===== config.mk =====
export PLATFORM = sky130hd
export DESIGN_NAME = pipe_hazard_ctrl
export DESIGN_NICKNAME = d
export VERILOG_FILES = /design/src/rtl/pipe_ctrl_pkg.sv /design/src/rtl/hazard_detect.sv /design/src/rtl/pipe_hazard_ctrl.sv
export SDC_FILE = /design/constraint.sdc
export NUM_CORES = 1
export LEC_CHECK = 0
export BUFFER_PORTS_ARGS = -buffer_cell sky130_fd_sc_hd__buf_2
export CAP_MARGIN = 10
export CORE_MARGIN = 2
export CORE_UTILIZATION = 53
export DETAILED_ROUTE_END_ITERATION = 10
export PLACE_DENSITY = 0.84
export SLEW_MARGIN = 25
export SYNTH_ARGS = -nofsm -noshare
export SYNTH_HDL_FRONTEND = slang
export SYNTH_HIERARCHICAL = 1
export SYNTH_SLANG_ARGS = --single-unit
export TNS_END_PERCENT = 1

===== constraint.sdc =====
create_clock -name clk -period 4.35 [get_ports clk]
set_input_delay 0 -clock clk [delete_from_list [all_inputs] [get_ports clk]]
set_output_delay 0 -clock clk [all_outputs]
set_load 0.05 [all_outputs]

===== src/rtl/pipe_ctrl_pkg.sv =====
// Shared types and constants for the pipeline hazard sequencer.
package pipe_ctrl_pkg;

    typedef enum logic [0:0] {
        RUN      = 1'b0,
        MEM_WAIT = 1'b1
    } state_e;

    // Architectural zero register: never a real dependency source.
    localparam int unsigned ZERO_REG = 32'd0;

endpackage : pipe_ctrl_pkg


===== src/rtl/hazard_detect.sv =====
// Combinational register-dependency check between the ID stage and the EX/MEM stages.
module hazard_detect
    import pipe_ctrl_pkg::*;
#(
    parameter int unsigned REG_W = 5
) (
    input  logic             forward_en,
    input  logic [REG_W-1:0] id_src1,
    input  logic [REG_W-1:0] id_src2,
    input  logic             id_two_src,
    input  logic [REG_W-1:0] ex_dest,
    input  logic             ex_wb_en,
    input  logic             ex_mem_read,
    input  logic [REG_W-1:0] mem_dest,
    input  logic             mem_wb_en,
    output logic             hazard
);

    logic ex_hit_s;
    logic mem_hit_s;

    // Source/destination matching and forwarding-mode selection
    always_comb begin
        ex_hit_s  = 1'b0;
        mem_hit_s = 1'b0;
        hazard    = 1'b0;

        ex_hit_s  = ((id_src1 != REG_W'(ZERO_REG)) && (id_src1 == ex_dest) && ex_wb_en) ||
                    (id_two_src && (id_src2 != REG_W'(ZERO_REG)) && (id_src2 == ex_dest) && ex_wb_en);
        mem_hit_s = ((id_src1 != REG_W'(ZERO_REG)) && (id_src1 == mem_dest) && mem_wb_en) ||
                    (id_two_src && (id_src2 != REG_W'(ZERO_REG)) && (id_src2 == mem_dest) && mem_wb_en);

        // With forwarding only a load in EX cannot be bypassed in time.
        if (forward_en) begin
            hazard = ex_hit_s && ex_mem_read;
        end else begin
            hazard = ex_hit_s || mem_hit_s;
        end
    end

endmodule : hazard_detect


===== src/rtl/pipe_hazard_ctrl.sv =====
// Pipeline stage enable/flush sequencer: hazards, taken branches, data-memory freezes,
// plus saturating debug counters for stall and flush events.
module pipe_hazard_ctrl
    import pipe_ctrl_pkg::*;
#(
    parameter int unsigned REG_W = 5,
    parameter int unsigned CNT_W = 16
) (
    input  logic             clk,
    input  logic             rst,
    input  logic             forward_en,
    input  logic [REG_W-1:0] id_src1,
    input  logic [REG_W-1:0] id_src2,
    input  logic             id_two_src,
    input  logic [REG_W-1:0] ex_dest,
    input  logic             ex_wb_en,
    input  logic             ex_mem_read,
    input  logic [REG_W-1:0] mem_dest,
    input  logic             mem_wb_en,
    input  logic             branch_taken,
    input  logic             mem_req,
    input  logic             mem_ready,
    output logic             pc_en,
    output logic             if_id_en,
    output logic             if_id_flush,
    output logic             id_ex_en,
    output logic             id_ex_flush,
    output logic             ex_mem_en,
    output logic             mem_wb_en_o,
    output logic [CNT_W-1:0] stall_cnt,
    output logic [CNT_W-1:0] flush_cnt
);

    state_e           state_r;
    state_e           state_nxt_s;
    logic             hazard_s;
    logic             frozen_s;
    logic             stall_inc_s;
    logic             flush_inc_s;
    logic [CNT_W-1:0] stall_cnt_r;
    logic [CNT_W-1:0] flush_cnt_r;

    hazard_detect #(
        .REG_W (REG_W)
    ) u_hazard_detect (
        .forward_en  (forward_en),
        .id_src1     (id_src1),
        .id_src2     (id_src2),
        .id_two_src  (id_two_src),
        .ex_dest     (ex_dest),
        .ex_wb_en    (ex_wb_en),
        .ex_mem_read (ex_mem_read),
        .mem_dest    (mem_dest),
        .mem_wb_en   (mem_wb_en),
        .hazard      (hazard_s)
    );

    // Next-state and per-stage enable/flush decode
    always_comb begin
        state_nxt_s = state_r;
        frozen_s    = 1'b0;
        stall_inc_s = 1'b0;
        flush_inc_s = 1'b0;
        pc_en       = 1'b0;
        if_id_en    = 1'b0;
        if_id_flush = 1'b0;
        id_ex_en    = 1'b0;
        id_ex_flush = 1'b0;
        ex_mem_en   = 1'b0;
        mem_wb_en_o = 1'b0;

        case (state_r)
            RUN:      frozen_s = mem_req && !mem_ready;
            MEM_WAIT: frozen_s = !mem_ready;
            default:  frozen_s = 1'b0;
        endcase

        // Reset forces every enable low; the ready cycle of a wait resolves like RUN.
        if (rst) begin
            state_nxt_s = RUN;
        end else if (frozen_s) begin
            state_nxt_s = MEM_WAIT;
        end else begin
            state_nxt_s = RUN;
            if (branch_taken) begin
                pc_en       = 1'b1;
                if_id_en    = 1'b1;
                if_id_flush = 1'b1;
                id_ex_en    = 1'b1;
                id_ex_flush = 1'b1;
                ex_mem_en   = 1'b1;
                mem_wb_en_o = 1'b1;
                flush_inc_s = 1'b1;
            end else if (hazard_s) begin
                id_ex_en    = 1'b1;
                id_ex_flush = 1'b1;
                ex_mem_en   = 1'b1;
                mem_wb_en_o = 1'b1;
                stall_inc_s = 1'b1;
            end else begin
                pc_en       = 1'b1;
                if_id_en    = 1'b1;
                id_ex_en    = 1'b1;
                ex_mem_en   = 1'b1;
                mem_wb_en_o = 1'b1;
            end
        end
    end

    // State register and saturating event counters
    always_ff @(posedge clk or posedge rst) begin
        if (rst) begin
            state_r     <= RUN;
            stall_cnt_r <= {CNT_W{1'b0}};
            flush_cnt_r <= {CNT_W{1'b0}};
        end else begin
            state_r <= state_nxt_s;
            if (stall_inc_s && (stall_cnt_r != {CNT_W{1'b1}})) begin
                stall_cnt_r <= stall_cnt_r + CNT_W'(1);
            end else begin
                stall_cnt_r <= stall_cnt_r;
            end
            if (flush_inc_s && (flush_cnt_r != {CNT_W{1'b1}})) begin
                flush_cnt_r <= flush_cnt_r + CNT_W'(1);
            end else begin
                flush_cnt_r <= flush_cnt_r;
            end
        end
    end

    assign stall_cnt = stall_cnt_r;
    assign flush_cnt = flush_cnt_r;

endmodule : pipe_hazard_ctrl

# ---- After elaboration in Yosys (flattened, before gate mapping)
# Cells that the tools add are included.
dict set report word_totals {
  latch_bits 0
  elab_cells 51
  mem_bits_rw 0
  out_inout_bits 39
  mem_count 0
  inputBits 30
  ff_bits 33
  mem_bits_ro 0
}
dict set report op_classes {
  n_eq_ne 6
  bitwise 1
  reduce_logical 19
  magnitude_cmp 0
  div 0
  n_mux 20
  mul 0
  add_sub_neg 2
  n_shift 0
}
# cell n
set ops {}
lappend ops {{$add A16 B1 Y16 const B} 2}
lappend ops {{$ne A16 B16 Y1 const B} 2}
lappend ops {{$eq A5 B5 Y1} 4}
lappend ops {{$mux W1} 19}
lappend ops {{$logic_and A1 B1 Y1} 13}
lappend ops {{$reduce_bool A5 Y1} 2}
lappend ops {{$logic_or A1 B1 Y1} 3}
lappend ops {{$pmux W1 S2} 1}
lappend ops {{$logic_not A1 Y1} 1}
lappend ops {{$not A1 Y1} 1}

# ---- Depth between registers and ports, before layout
dict set report logic_depth {
  word_depth 12
  ltp_mapped 10
  ltp_nobuf 10
}

# ---- By module
# Netlist, hierarchy kept.
# module seq_area_each_um2 cells_each n_inst area_per_inst_um2
set modules_own_cells {}
lappend modules_own_cells {pipe_hazard_ctrl 825.8 150 1 1659.1}
lappend modules_own_cells {hazard_detect 0.0 36 1 275.3}

# ---- Worst setup path after synthesis
# OpenSTA, ideal clock, no wires.
dict set report synth_path {
  kind {input to output}
  start {input port id_src2[1]}
  end {output port pc_en}
  path_buffers 1
  required_time_ns 4.350
  arrival_time_ns 2.550
  path_stages 8
  setup_slack_ns 1.800
  path_cell_list {or4_1 o21ai_2 nor4_1 a31oi_1 o21ai_1 nor2b_1 nor3_1 buf_4}
}
dict set report synth_between {
  elab_chain_cells 11
  elab_cells_between_ends 17
  cone_classes {2 x eq/ne; 5 x mux; 10 x reduce/logical}
}
# element line
set synth_lines {}
lappend synth_lines {{start: declaration} pipe_hazard_ctrl.sv:13} ;# input logic [REG_W-1:0] id_src2,
lappend synth_lines {{$reduce_bool A5 Y1} {hazard_detect.sv:29, hazard_detect.sv:31}}
lappend synth_lines {{$logic_and A1 B1 Y1} {hazard_detect.sv:29, hazard_detect.sv:31}}
lappend synth_lines {{$logic_and A1 B1 Y1 (on tied branches) (2 in series)} {hazard_detect.sv:29, hazard_detect.sv:31}}
lappend synth_lines {{$logic_or A1 B1 Y1 (on tied branches)} {hazard_detect.sv:28, hazard_detect.sv:30}}
lappend synth_lines {{$logic_or A1 B1 Y1 / $logic_and A1 B1 Y1 (equally long branches)} {hazard_detect.sv:37, hazard_detect.sv:35}}
lappend synth_lines {{$mux W1 *} hazard_detect.sv:34} ;# if (forward_en) begin
lappend synth_lines {{net hazard_s} pipe_hazard_ctrl.sv:36} ;# logic hazard_s;
lappend synth_lines {{$mux W1 * (4 in series)} n/a}
lappend synth_lines {{end: declaration} pipe_hazard_ctrl.sv:23} ;# output logic pc_en,
# Mark *: on every way through the listed nets, which the timed path passes. The rest lies on a longest branch.

# ---- Worst setup path in the final report
dict set report layout_path {
  start {input port id_src1[3]}
  end {register stall_cnt_r[12], in the netlist stall_cnt[12]}
}
dict set report layout_between {
  elab_chain_cells 11
  elab_cells_between_ends 17
  cone_classes {2 x eq/ne; 5 x mux; 10 x reduce/logical}
}
# element line
set layout_lines {}
lappend layout_lines {{start: declaration} pipe_hazard_ctrl.sv:12} ;# input logic [REG_W-1:0] id_src1,
lappend layout_lines {{$eq A5 B5 Y1, or another cell as far along} hazard_detect.sv:28} ;# ex_hit_s = ((id_src1 != REG_W'(ZERO_REG)) && (id_src1 == ex_dest) && ex_wb_en) ||
lappend layout_lines {{$logic_and A1 B1 Y1 (on tied branches) (2 in series)} {hazard_detect.sv:28, hazard_detect.sv:30}}
lappend layout_lines {{$logic_or A1 B1 Y1 (on tied branches)} {hazard_detect.sv:28, hazard_detect.sv:30}}
lappend layout_lines {{$logic_or A1 B1 Y1 / $logic_and A1 B1 Y1 (equally long branches)} {hazard_detect.sv:37, hazard_detect.sv:35}}
lappend layout_lines {{$mux W1 *} hazard_detect.sv:34}
lappend layout_lines {{net hazard_s} pipe_hazard_ctrl.sv:36}
lappend layout_lines {{$mux W1 *} pipe_hazard_ctrl.sv:94} ;# end else if (hazard_s) begin
lappend layout_lines {{$mux W1 *} pipe_hazard_ctrl.sv:85} ;# if (branch_taken) begin
lappend layout_lines {{$mux W1 *} pipe_hazard_ctrl.sv:81} ;# end else if (frozen_s) begin
lappend layout_lines {{$mux W1 *} pipe_hazard_ctrl.sv:79} ;# if (rst) begin
lappend layout_lines {{$logic_and A1 B1 Y1 *} pipe_hazard_ctrl.sv:118} ;# if (stall_inc_s && (stall_cnt_r != {CNT_W{1'b1}})) begin
lappend layout_lines {{end signal: assignment} pipe_hazard_ctrl.sv:114} ;# stall_cnt_r <= {CNT_W{1'b0}};
lappend layout_lines {{end signal: assignment} pipe_hazard_ctrl.sv:119} ;# stall_cnt_r <= stall_cnt_r + CNT_W'(1);
lappend layout_lines {{end signal: assignment} pipe_hazard_ctrl.sv:121} ;# stall_cnt_r <= stall_cnt_r;
lappend layout_lines {{end: declaration} pipe_hazard_ctrl.sv:40} ;# logic [CNT_W-1:0] stall_cnt_r;
# Marked as above.
# A chain may end at the register's enable or synchronous reset.

==> flow_summary_export.csv <==
group,metric,value,unit
status,outcome,"complete, no violations",
yosys,ys.flop_type,"dfrtp_1",
worst_hold_path,hold_class,"in2reg",
critical_path,worst_setup_path_end_kind,"flop",
routing,viasPerCell,5.32,
timing,relSlewSlack,0.737,
critical_path,r2r_cells,6,
yosys,async_reset_ff_frac,1.00,
timing,period_share,0.466,
die,fp.dieH,64.4,microns
clock_tree,clock_latency,0.34,ns
yosys,ys.warnings.count,6,
die,die_area,4150,sq um
placed_design,numPortBuffers,68,
timing,tightest_slew,0.392,ns
die,start_util,0.566,
global_routing,grt_use_total,0.224,
routing,num_vias,1639,
yosys,synth-edff-count,0,
yosys,synthTopCellsByArea,"dfrtp_1, xnor2_1, xor2_1, nand4_1, nand3_1",
finish,fin_area,2410,sq um
critical_path,r2r_start,"flush_cnt[0]",
power_and_ir_drop,vdd.ir_drop.worst,0.382,mV
yosys,synth_top_area_frac,0.427,
power_and_ir_drop,p_int,0.504,mW
clock_tree,cts_setup_buffers,0,
yosys,synth_sequential_area_ratio,0.427,
clock_tree,htreeDepth,2,
clock_tree,numCtsBuffers,5,
clock_tree,clk_pin_slew_worst_paths,0.10,ns
routing,drtIter0Drc,72,
finish,drive_above_1_share,0.351,
power_and_ir_drop,combPwrFrac,0.309,
routing,drc_errors,0,
critical_path,startpoint_type,"input pin",
critical_path,cp_max_fo,4,
critical_path,critPathRequiredTime,4.57,ns
global_routing,grt_remaining_overflow,0,
placed_design,post-place-ws,2.04,ns
die,core,3420,sq um
die,die_w,64.4,microns
power_and_ir_drop,seqPwrFrac,0.456,
yosys,synth.most_common_cell,"dfrtp_1",
critical_path,rrSetupSlack,2.55,ns
routing,dr.pass1.iters,4,
critical_path,critPathArrivalTime,2.25,ns
clock_tree,cts_resized,0,
yosys,synth_nets,218,
timing,drv_slew,0,
placed_design,dp_hpwl,3280,microns
timing,fin_setup_tns,0,ns
finish,diodes,0,
finish,num-nets-final,293,
critical_path,path_class,"in2reg",
die,rows,21,
critical_path,timing.critical_path.from,"id_src1[3]",
yosys,post_synth.cell_area_avg,10.4,sq um
job,maxCapViolCount,0,
global_routing,grt_max_degree,34,
global_routing,grt_pass1_wl,7010,microns
power_and_ir_drop,p_sw_frac,0.393,
timing,min_period,2.03,ns
power_and_ir_drop,p_per_area,344,nW/um^2
yosys,synth_commonest_cells,"dfrtp_1, xnor2_1, xor2_1, nand2_1, nand3_1",
timing,setup_slack,2.32,ns
timing,skew,0.0140,ns
finish,areaGrowthSynthToFinish,24.7,%
routing,drt-total-wl,4180,microns
timing,fmax,493,MHz
die,ios,69,
global_routing,grt_pass1_vias,1565,
yosys,synth_cell_types,40,
yosys,synth_area,1930,sq um
yosys,ys_ff_latch,33,
timing,hold_viol,0,
critical_path,r2r-end,"flush_cnt[15]",
yosys,syn_inst,186,
clock_tree,cts_root_buffer,"clkbuf_4",
routing,ant_nets,0,
clock_tree,ctsHoldBuffers,3,
timing,grt_setup_unrepaired,"false",
power_and_ir_drop,p_leak,1.20,nW
global_routing,antenna_found_initial,0,
clock_tree,cts_sinks,33,
clock_tree,cts_tree,"built",
placed_design,post_dp_cell_area,2310,sq um
power_and_ir_drop,pwr-share-clk,0.234,
power_and_ir_drop,switchingPower,0.326,mW
timing,setup_violations,0,
placed_design,gp_congestion,0.829,
yosys,synth_largest_area_cell,"dfrtp_1",
critical_path,cp-endpoint,"stall_cnt[12]",
power_and_ir_drop,p_total,0.831,mW
routing,wl_per_cell,13.6,microns
clock_tree,cts_buffer_depth,2,
## cells in the final DEF (no fill, tap or decap), drive strengths merged
| cell type | instances |
|---|---|
| a31oi | 1 |
| o21bai | 1 |
| and3 | 4 |
| a2111oi | 1 |
| nor2b | 2 |
| dfrtp | 33 |
| nand4 | 11 |
| nand3 | 14 |
| buf | 69 |
| nor3b | 1 |
| or4 | 2 |
| a21oi | 3 |
| nor4b | 1 |
| ha | 2 |
| xor2 | 17 |
| xnor2 | 31 |
| nor4 | 5 |
| mux2 | 3 |
| clkbuf | 7 |
| dlygate4sd3 | 3 |
| o21a | 1 |
| inv | 6 |
| nor3 | 5 |
| a41oi | 1 |
| nor2 | 11 |
| and2 | 2 |
| nand2 | 16 |
| o21ai | 3 |
| o211ai | 1 |
| clkinv | 1 |
| or2 | 1 |
| and4 | 3 |
## flip-flops by register name, summed over array words and instances (netlist names)
| register | count |
|---|---|
| flush_cnt | 16 |
| state_r | 1 |
| stall_cnt | 16 |
## power groups by stage
stage | clock (mW) | combinational, mW | sequential, mW
after global routing | 0.219 | 0.274 | 0.385
final | 0.195 | 0.257 | 0.379
after floorplan | 0 | 0.0880 | 0.475
after CTS | 0.199 | 0.259 | 0.378
after global placement | 0 | 0.249 | 0.382
after detailed placement | 0 | 0.256 | 0.384
## critical path: stages
cell and delay, ns:
buf_2 0.12, or4_1 0.11, nor2_1 0.05, nor4_1 0.36
a31oi_1 0.16, o21ai_1 0.24, nor3b_1 0.33, and2_1 0.24
nand4_1 0.17, nor2_1 0.15, mux2_1 0.32
## per-layer routing
metal / vias up / GRT usage / share of wire
met5: - / 0 / 0
met4: 0 / 0.109 / 0.029
met3: 11 / 0.0729 / 0.072
met2: 57 / 0.359 / 0.49
met1: 767 / 0.274 / 0.41
li1: 804 / - / -
## final cells by class
type / instances / area, sq um
Multi-Input combinational cell: 143 / 1060
Fill cell: 280 / 1000
Sequential cell: 33 / 826
Timing Repair Buffer: 72 / 378
Clock buffer: 7 / 65.1
Tap cell: 46 / 57.6
Inverter: 6 / 22.5
Clock inverter: 1 / 5.00
## stage by stage
step / util / std cells / hold WS (ns)
CTS: 0.706 / 308 / 0.162
detailed placement: 0.677 / 297 / 0.199
global placement: 0.677 / 297 / 0.190
floorplan: - / 186 / 0.0664
finish: 0.706 / 308 / 0.171
global route: 0.706 / 308 / 0.203
## cells by family (layout without fill, tap and decap cells)
family	after synthesis	count (layout)	share of synthesized area
simple gates	78	78	0.238
xor+xnor	48	48	0.217
flops	33	33	0.427
compound gates	12	12	0.0615
buf+inv	10	86	0.0259
mux	3	3	0.0175
fa+ha+maj	2	2	0.0129
## worst min path at each step
stage | start | to | slack (ns) | depth (start not counted)
floorplan | rst | state_r | 0.07 | 1
global placement | rst | flush_cnt[14] | 0.19 | 3
detailed placement | rst | flush_cnt[3] | 0.20 | 3
CTS | branch_taken | stall_cnt[6] | 0.16 | 6
global route | branch_taken | stall_cnt[2] | 0.20 | 5
finish | branch_taken | stall_cnt[6] | 0.17 | 6
Note: power is estimated with default switching activity, not from simulation.
